### config.mk
export PLATFORM = sky130hd
export DESIGN_NAME = ps2_key_rx
export DESIGN_NICKNAME = d
export VERILOG_FILES = /design/src/rtl/cpc_ps2_pkg.sv /design/src/rtl/ps2_line_filter.sv /design/src/rtl/ps2_key_rx.sv
export SDC_FILE = /design/constraint.sdc
export NUM_CORES = 1
export LEC_CHECK = 0
export BUFFER_PORTS_ARGS = -buffer_cell sky130_fd_sc_hd__buf_2
export CAP_MARGIN = 20
export CORE_MARGIN = 2
export CORE_UTILIZATION = 60
export DETAILED_ROUTE_END_ITERATION = 12
export GPL_ROUTABILITY_DRIVEN = 0
export GPL_TIMING_DRIVEN = 0
export PLACE_DENSITY = 0.83
export SLEW_MARGIN = 5
export SYNTH_ARGS = -nofsm -noshare
export SYNTH_HDL_FRONTEND = slang
export SYNTH_SLANG_ARGS = --single-unit
### constraint.sdc
create_clock -name clk -period 2.2 [get_ports clk]
set_clock_uncertainty 0.05 [all_clocks]
set_input_delay 0.33 -clock clk [delete_from_list [all_inputs] [get_ports clk]]
set_output_delay 0.33 -clock clk [all_outputs]
set_load 0.01 [all_outputs]
### src/rtl/cpc_ps2_pkg.sv
// Shared definitions for the PS/2 keyboard receiver.
//   rx_state_e      : frame FSM states
//   CODE_*          : prefix bytes and codes that never produce a key event
//   KEY_*           : bit positions inside the 11-bit key event word
//   is_drop_code()  : true for bytes that carry no key information
package cpc_ps2_pkg;

  typedef enum logic [1:0] {
    ST_IDLE,
    ST_DATA,
    ST_PARITY,
    ST_STOP
  } rx_state_e;

  localparam logic [7:0] CODE_E0 = 8'hE0;  // extended key prefix
  localparam logic [7:0] CODE_F0 = 8'hF0;  // key release prefix
  localparam logic [7:0] CODE_E1 = 8'hE1;  // pause sequence prefix

  localparam logic [7:0] CODE_BAT_OK = 8'hAA;
  localparam logic [7:0] CODE_ACK    = 8'hFA;
  localparam logic [7:0] CODE_ECHO   = 8'hEE;
  localparam logic [7:0] CODE_RESEND = 8'hFE;
  localparam logic [7:0] CODE_BAT_ER = 8'hFC;
  localparam logic [7:0] CODE_OVR0   = 8'h00;
  localparam logic [7:0] CODE_OVR1   = 8'hFF;

  localparam int unsigned KEY_TOG  = 10;
  localparam int unsigned KEY_PRS  = 9;
  localparam int unsigned KEY_EXT  = 8;
  localparam int unsigned KEY_CMSB = 7;

  function automatic logic is_drop_code(input logic [7:0] code);
    return (code == CODE_BAT_OK) || (code == CODE_ACK)    ||
           (code == CODE_ECHO)   || (code == CODE_RESEND) ||
           (code == CODE_BAT_ER) || (code == CODE_OVR0)   ||
           (code == CODE_OVR1);
  endfunction

endpackage

### src/rtl/ps2_line_filter.sv
// Synchronizer plus level filter for one PS/2 line.
//   clk   : system clock
//   rst_n : async active-low reset (already release-synchronized)
//   raw   : asynchronous PS/2 line
//   level : filtered level; changes only after FILT_LEN consecutive
//           synchronized samples that all differ from the current level
// All flops reset to 1, the idle level of an open-collector PS/2 line.
module ps2_line_filter #(
  parameter int unsigned FILT_LEN = 8
) (
  input  logic clk,
  input  logic rst_n,
  input  logic raw,
  output logic level
);

  localparam int unsigned CW = $clog2(FILT_LEN + 1);

  logic          meta;
  logic          sync;
  logic [CW-1:0] cnt;

  always_ff @(posedge clk or negedge rst_n) begin
    if (!rst_n) begin
      meta  <= 1'b1;
      sync  <= 1'b1;
      level <= 1'b1;
      cnt   <= '0;
    end else begin
      meta <= raw;
      sync <= meta;
      // Any sample matching the current level restarts the run.
      if (sync == level) begin
        cnt <= '0;
      end else if (cnt == CW'(FILT_LEN - 1)) begin
        level <= sync;
        cnt   <= '0;
      end else begin
        cnt <= cnt + CW'(1);
      end
    end
  end

endmodule

### src/rtl/ps2_key_rx.sv
// PS/2 keyboard receiver: frames bytes off the PS/2 lines, strips the
// E0/F0/E1 prefixes and presents key events.
//   clk         : system clock, rising edge
//   reset_n     : async active-low reset, release synchronized internally
//   ps2_clk_in  : PS/2 clock line (asynchronous)
//   ps2_data_in : PS/2 data line (asynchronous)
//   ps2_key     : [10] toggles per event, [9] pressed, [8] extended,
//                 [7:0] scan code
//   frame_err   : one-cycle pulse when a frame is discarded
module ps2_key_rx
  import cpc_ps2_pkg::*;
#(
  parameter int unsigned FILT_LEN    = 8,
  parameter int unsigned TIMEOUT_CYC = 65536
) (
  input  logic        clk,
  input  logic        reset_n,
  input  logic        ps2_clk_in,
  input  logic        ps2_data_in,
  output logic [10:0] ps2_key,
  output logic        frame_err
);

  localparam int unsigned TW = $clog2(TIMEOUT_CYC + 1);

  // Reset: asserts immediately, releases two clk edges later.
  logic [1:0] rst_pipe;
  logic       rst_n;

  always_ff @(posedge clk or negedge reset_n) begin
    if (!reset_n) rst_pipe <= '0;
    else          rst_pipe <= {rst_pipe[0], 1'b1};
  end

  assign rst_n = rst_pipe[1];

  logic clk_level;
  logic data_level;
  logic clk_level_q;
  logic fall;

  ps2_line_filter #(.FILT_LEN(FILT_LEN)) u_clk_filt (
    .clk   (clk),
    .rst_n (rst_n),
    .raw   (ps2_clk_in),
    .level (clk_level)
  );

  ps2_line_filter #(.FILT_LEN(FILT_LEN)) u_data_filt (
    .clk   (clk),
    .rst_n (rst_n),
    .raw   (ps2_data_in),
    .level (data_level)
  );

  assign fall = clk_level_q & ~clk_level;

  // Frame FSM
  rx_state_e     state, state_n;
  logic [2:0]    bit_cnt, bit_cnt_n;
  logic [7:0]    shreg, shreg_n;
  logic          par_bit, par_bit_n;
  logic [TW-1:0] tmo_cnt, tmo_cnt_n;
  logic          byte_ok;
  logic          err;

  always_ff @(posedge clk or negedge rst_n) begin
    if (!rst_n) begin
      clk_level_q <= 1'b1;
      state       <= ST_IDLE;
      bit_cnt     <= '0;
      shreg       <= '0;
      par_bit     <= 1'b0;
      tmo_cnt     <= '0;
      frame_err   <= 1'b0;
    end else begin
      clk_level_q <= clk_level;
      state       <= state_n;
      bit_cnt     <= bit_cnt_n;
      shreg       <= shreg_n;
      par_bit     <= par_bit_n;
      tmo_cnt     <= tmo_cnt_n;
      frame_err   <= err;
    end
  end

  always_comb begin
    state_n   = state;
    bit_cnt_n = bit_cnt;
    shreg_n   = shreg;
    par_bit_n = par_bit;
    byte_ok   = 1'b0;
    err       = 1'b0;

    unique case (state)
      ST_IDLE: begin
        if (fall && !data_level) begin
          state_n   = ST_DATA;
          bit_cnt_n = '0;
        end
      end
      ST_DATA: begin
        if (fall) begin
          shreg_n   = {data_level, shreg[7:1]};
          bit_cnt_n = bit_cnt + 3'd1;
          if (bit_cnt == 3'd7) state_n = ST_PARITY;
        end
      end
      ST_PARITY: begin
        if (fall) begin
          par_bit_n = data_level;
          state_n   = ST_STOP;
        end
      end
      ST_STOP: begin
        if (fall) begin
          if (data_level && ((^shreg) ^ par_bit)) byte_ok = 1'b1;
          else                                    err     = 1'b1;
          state_n = ST_IDLE;
        end
      end
      default: state_n = ST_IDLE;
    endcase

    // A fall in the expiry cycle wins over the timeout.
    if (state != ST_IDLE && !fall && tmo_cnt == TW'(TIMEOUT_CYC - 1)) begin
      err     = 1'b1;
      state_n = ST_IDLE;
    end

    if (state_n == ST_IDLE || fall) tmo_cnt_n = '0;
    else                            tmo_cnt_n = tmo_cnt + TW'(1);
  end

  // Prefix decoder
  logic       ext;
  logic       rel;
  logic [2:0] skip;
  logic [10:0] event_word;

  always_comb begin
    event_word                   = '0;
    event_word[KEY_TOG]          = ~ps2_key[KEY_TOG];
    event_word[KEY_PRS]          = ~rel;
    event_word[KEY_EXT]          = ext;
    event_word[KEY_CMSB:0]       = shreg;
  end

  always_ff @(posedge clk or negedge rst_n) begin
    if (!rst_n) begin
      ps2_key <= '0;
      ext     <= 1'b0;
      rel     <= 1'b0;
      skip    <= '0;
    end else if (err) begin
      ext  <= 1'b0;
      rel  <= 1'b0;
      skip <= '0;
    end else if (byte_ok) begin
      if (skip != 3'd0) begin
        skip <= skip - 3'd1;
      end else if (shreg == CODE_E0) begin
        ext <= 1'b1;
      end else if (shreg == CODE_F0) begin
        rel <= 1'b1;
      end else if (shreg == CODE_E1) begin
        skip <= 3'd7;
      end else if (!(is_drop_code(shreg) && !ext && !rel)) begin
        ps2_key <= event_word;
        ext     <= 1'b0;
        rel     <= 1'b0;
      end
    end
  end

endmodule

[Word-level counts from Yosys, hierarchy flattened]
Index checks and enable logic that the tools add are counted.
Operators by class
  add/subtract/negate cells: 5
  equal/unequal tests: 29
  multiplexer cells: 40
  bitwise gates (word level): 13
  reductions and logical operators: 35
Operators by type and width (number)
  == test 8 bit, second input constant: 9
  2-to-1 mux 3 bit: 8
  != test 3 bit, second input constant: 7
  2-to-1 mux 1 bit: 19
  adder 17 x 1 -> 17 bit, second input constant: 1
  == test 17 x 16 -> 1 bit, second input constant: 1
  2-to-1 mux 17 bit: 1
  2-to-1 mux 4 bit: 4
  2-to-1 mux 2 bit: 6
  NOT 1 bit: 11
  AND reduction 5 bit: 2
  adder 4 x 1 -> 4 bit, second input constant: 2
  == test 4 x 3 -> 1 bit, second input constant: 2
  logical NOT 8 bit: 1
  != test 2 bit, second input constant: 4
  one-hot mux 2 bit (4 select lines): 1
  AND reduction 2 bit: 4
  XOR reduction 8 bit: 1
  logical OR 1 bit: 7
  AND reduction 7 bit: 1
  logical AND 1 bit: 6
  one-hot mux 3 bit (2 select lines): 1
  nonzero test 2 bit: 3
  nonzero test 3 bit: 2
  other kinds (12): 18
Storage, ports and cells
  flip-flop bits (word level): 65
  bits of input ports: 4
  word-level logic and storage cells: 142

[Longest topological paths before layout]
  word-level depth: 16
  depth in mapped cells: 9
  gate-level depth less buffers: 8

[By module]
A second synthesis with hierarchy kept.
Unflattened totals
  cells, all modules: 281
  area total of the unflattened synthesis: 3181.8 um^2
By module, submodules not included
  ps2_key_rx: times used 1, cells an instance 242, area each 2621.3 um^2, seq. area each 1277.5 um^2
  ps2_line_filter at u_data_filt: times used 1, cells an instance 19, area each 289.0 um^2, seq. area each 178.9 um^2
  ps2_line_filter at u_clk_filt: times used 1, cells an instance 20, area each 271.5 um^2, seq. area each 178.9 um^2

[Worst setup path before layout]
No wires, ideal clock.
  kind: register -> register
  start: reg shreg[3]
  end: reg ps2_key[1]
  setup time: 0.125 ns
  arrival: 2.425 ns
  data required time: 2.025 ns
  path slack: -0.400 ns
  stages on the path, launching flop included: 9
  buffers on the path: 1
  period minus slack after synthesis: 2.600 ns
  cells stage by stage: dfrtp_1 inv_1 ha_1 xnor3_1 xnor2_1 nand3_2 or4_4 buf_6 mux2_4
Between the ends
  longest elaborated chain between the ends: 11
RTL lines
  from (decl): RTL line ps2_key_rx.sv:61  | logic [7:0] shreg, shreg_n;
  from (signal assigned): RTL line ps2_key_rx.sv:80  | shreg <= shreg_n;
  branches (longest 10 deep; another with XOR reduction 8 bit)
  AND reduction 7 bit (no line) (*)
  to (signal assigned): RTL line ps2_key_rx.sv:169  | ps2_key <= event_word;
  to (decl): RTL line ps2_key_rx.sv:20  | output logic [10:0] ps2_key,
Mark *: on every way between the ends.
A chain may end at the register's enable or synchronous reset.

[Worst setup path in the final report]
  start: reg shreg[3]
  end: reg ps2_key[5]
The elaborated chain is that of the path after synthesis.

==> run summary <==
Rel. slew slack = 64.2%
Routed wire per std cell = 15.1 um
CTS Buf Count = 9
Critical Path RT = 2380 ps
crit-path max FO = 5
DRT Pass-1 Iters = 4
top post-synthesis cells by area = dfrtp_1 (47%), ha_1 (8.5%), dfstp_2 (5.9%), mux2_4 (3.9%), nor2_1 (3.4%)
largest net degree at the start of global routing = 41
crit path cell chain = inv_2 > ha_4 > xnor3_1 > xnor2_1 > nand3_2 > or4_4 > buf_12 > mux2_4
status = finished, violations left
Netlist Area Pre-Place = 3110 um^2
GRT Total Usage = 23.4%
Commonest cells post-synth = dfrtp_1 (58), nor2_1 (28), ha_1 (21), o21ai_0 (21)
Worst setup SP type = flip-flop
count of final setup violators = 13
post-synthesis async set-or-reset flop share = 100%
fmax = 0.390 GHz
initial core utilization = 61.7%
fin area = 3840 um^2
area growth from synthesis to layout = 23.6%
Crit path max-delay family = simple AND/OR/NAND/NOR gates
Compound-Gate Fraction of Synth Area = 8.41%
post-route setup TNS = -3650 ps
syn nets = 306
unrepaired setup endpoints after global routing = yes
post-route ant nets = 0
initial antenna violation count = 0
max cap viols = 0
post-synthesis cell count = 281
routed vias/inst = 5.46
Hold Vio Cnt, Final = 0
syn_area_per_cell = 11.1 um^2
min-delay worst type = in -> reg
Horiz. Die Dim = 76.0 um
register area = 1640 um^2
initial drt markers = 121
CTS tree = done
H-tree depth = 3
R2R setup slack = -370 ps
post-synthesis xor/xnor area fraction = 6.36%
filler cell count = 312
die area = 5770 um^2
Critical Path Max Stage Delay = 560 ps
Placed Area = 3290 um^2
Clock Path Buffers = 2
failing checks = setup timing
hpwl dp = 3550 um
FP Rows = 26
largest family of logic cells by synthesized area = simple AND/OR/NAND/NOR gates
pre-CTS setup slack = -576 ps
kind of critical path = reg -> reg
I/O Buffers = 15
n_diodes = 0
area leader, netlist = dfrtp_1
Worst-path clk slew = 70 ps
total power = 3.02 mW
Clock Tree Root = clkbuf_8
fraction of layout cells with a size suffix above 1 = 30.7%
fin crit share = 117%
Post-Synth Simple-Gate Area = 15.2%
final WL = 6140 um
min Tclk post-route = 2570 ps
post-synth top area share = 46.7%
Worst Max-Slew Pin Slew = 536 ps
Critical Path AT = 2750 ps
synth unique cells = 46
first-pass GRT wire length = 10,300 um
die height = 76.0 um
ys flop type = dfrtp_1
top-count cell post-synth = dfrtp_1
CP max stage cell = or4_4
leakage power = 1.84 nW
GRT overflow = 0
clock latency on the worst-skew pair = 350 ps
sequential area share after synthesis = 52.6%
Post-synth EDFFs = 0
vias in the first global route = 2,255
Final WS setup = -365 ps
area occupied by multi-input gates = 1480 um^2
CP Buf/Inv Count = 2
IO Pins = 16
clk sinks = 65
Worst setup EP type = flip-flop
post-synthesis adder-cell area fraction = 8.45%
vias = 2,217
Core Box Area = 5040 um^2
Final Core Density = 76.2%
mux share of post-synthesis cell area = 5.27%
Final Net Count = 356
P per Cell Area = 786 nW/um^2
DRC viols = 0
Peak VDD IR = 0.696 mV
flops & latches, synth = 65
Synthesis Warnings = 0
Pins Over Slew Limit = 0
[final timing paths]
path	depth (start not counted)	end	startpoint
hold reg to reg	0	u_clk_filt.cnt[2]	rst_pipe[1]
max in group asynchronous	1	u_data_filt.level	rst_pipe[1]
min in group asynchronous	0	u_clk_filt.cnt[2]	rst_pipe[1]
setup / recovery	8	ps2_key[5]	shreg[3]
setup reg to reg	8	ps2_key[5]	shreg[3]
hold / removal	1	u_clk_filt.meta	ps2_clk_in
[logic make-up after synthesis]
group / Yosys count
buffers and inverters: 24
adders and majority gates: 21
xor gates and xnor gates: 21
AOI/OAI and AO/OA: 42
DFF: 65
muxes: 12
other: 1
and+or+nand+nor: 95
[layer usage]
metal  wire length [um]  global-route usage, %  vias to the layer above
met4                217                   14.5                        0
met3                194                   5.21                       23
met1               2440                   25.0                     1080
met5                  0                      0                        -
li1                   -                      -                     1065
met2               3290                   42.1                       49
[where the power goes]
group	switching (mW)	leakage [nW]	internal, mW
clock	0.450	0.107	0.616
combinational	0.283	0.870	0.223
sequential	0.112	0.867	1.34
total	0.845	1.84	2.18
[through the flow]
stage | hold WS, ps | cells
after floorplan | -15.6 | 281
after global placement | 64.7 | 366
after detailed placement | 72.1 | 367
after CTS | 18.1 | 402
after global routing | 18.0 | 406
final | 28.7 | 406
[registers in the layout, summed over array words and instances (netlist names)]
signal             cells
bit_cnt                3
clk_level_q            1
ext                    1
frame_err              1
par_bit                1
ps2_key               11
rel                    1
rst_pipe               2
shreg                  8
skip                   3
state                  2
tmo_cnt               17
u_clk_filt.cnt         4
u_clk_filt.level       1
u_clk_filt.meta        1
u_clk_filt.sync        1
u_data_filt.cnt        4
u_data_filt.level      1
u_data_filt.meta       1
u_data_filt.sync       1
[placed cells by master (no fill, tap or decap), types with 7 or more instances in the layout]
cell,count
inv_1,14
ha_1,17
xor2_1,9
o21ai_0,19
dfrtp_1,56
nor3_1,9
buf_2,15
nand3_1,11
nand2_1,17
xnor2_1,10
dfstp_2,7
buf_4,20
clkbuf_8,13
nor2_1,28
mux2_4,8
[worst reg2reg max path, stage by stage (launching register included)]
cell and delay, ps:
dfrtp_1 380, inv_2 60, ha_4 250, xnor3_1 390, xnor2_1 180, nand3_2 110
or4_4 560, buf_12 170, mux2_4 310
[timing repair]
item,in CTS,in global routing
pin swaps,8,5
setup buffers,17,5
endpoints found under the setup margin,25,26
hold endpoints to repair,2,0
hold buffers,1,0
resized for setup,24,15
cloned,1,0
[cell type report]
class	instances	area share, %
Sequential cell	65	42.6
Multi-Input combinational cell	192	38.6
Timing Repair Buffer	39	7.85
Clock buffer	14	4.49
Tap cell	70	2.28
Inverter	18	1.76
Buffer	6	1.47
Clock inverter	2	0.912
Note: power is estimated with default switching activity, not from simulation.
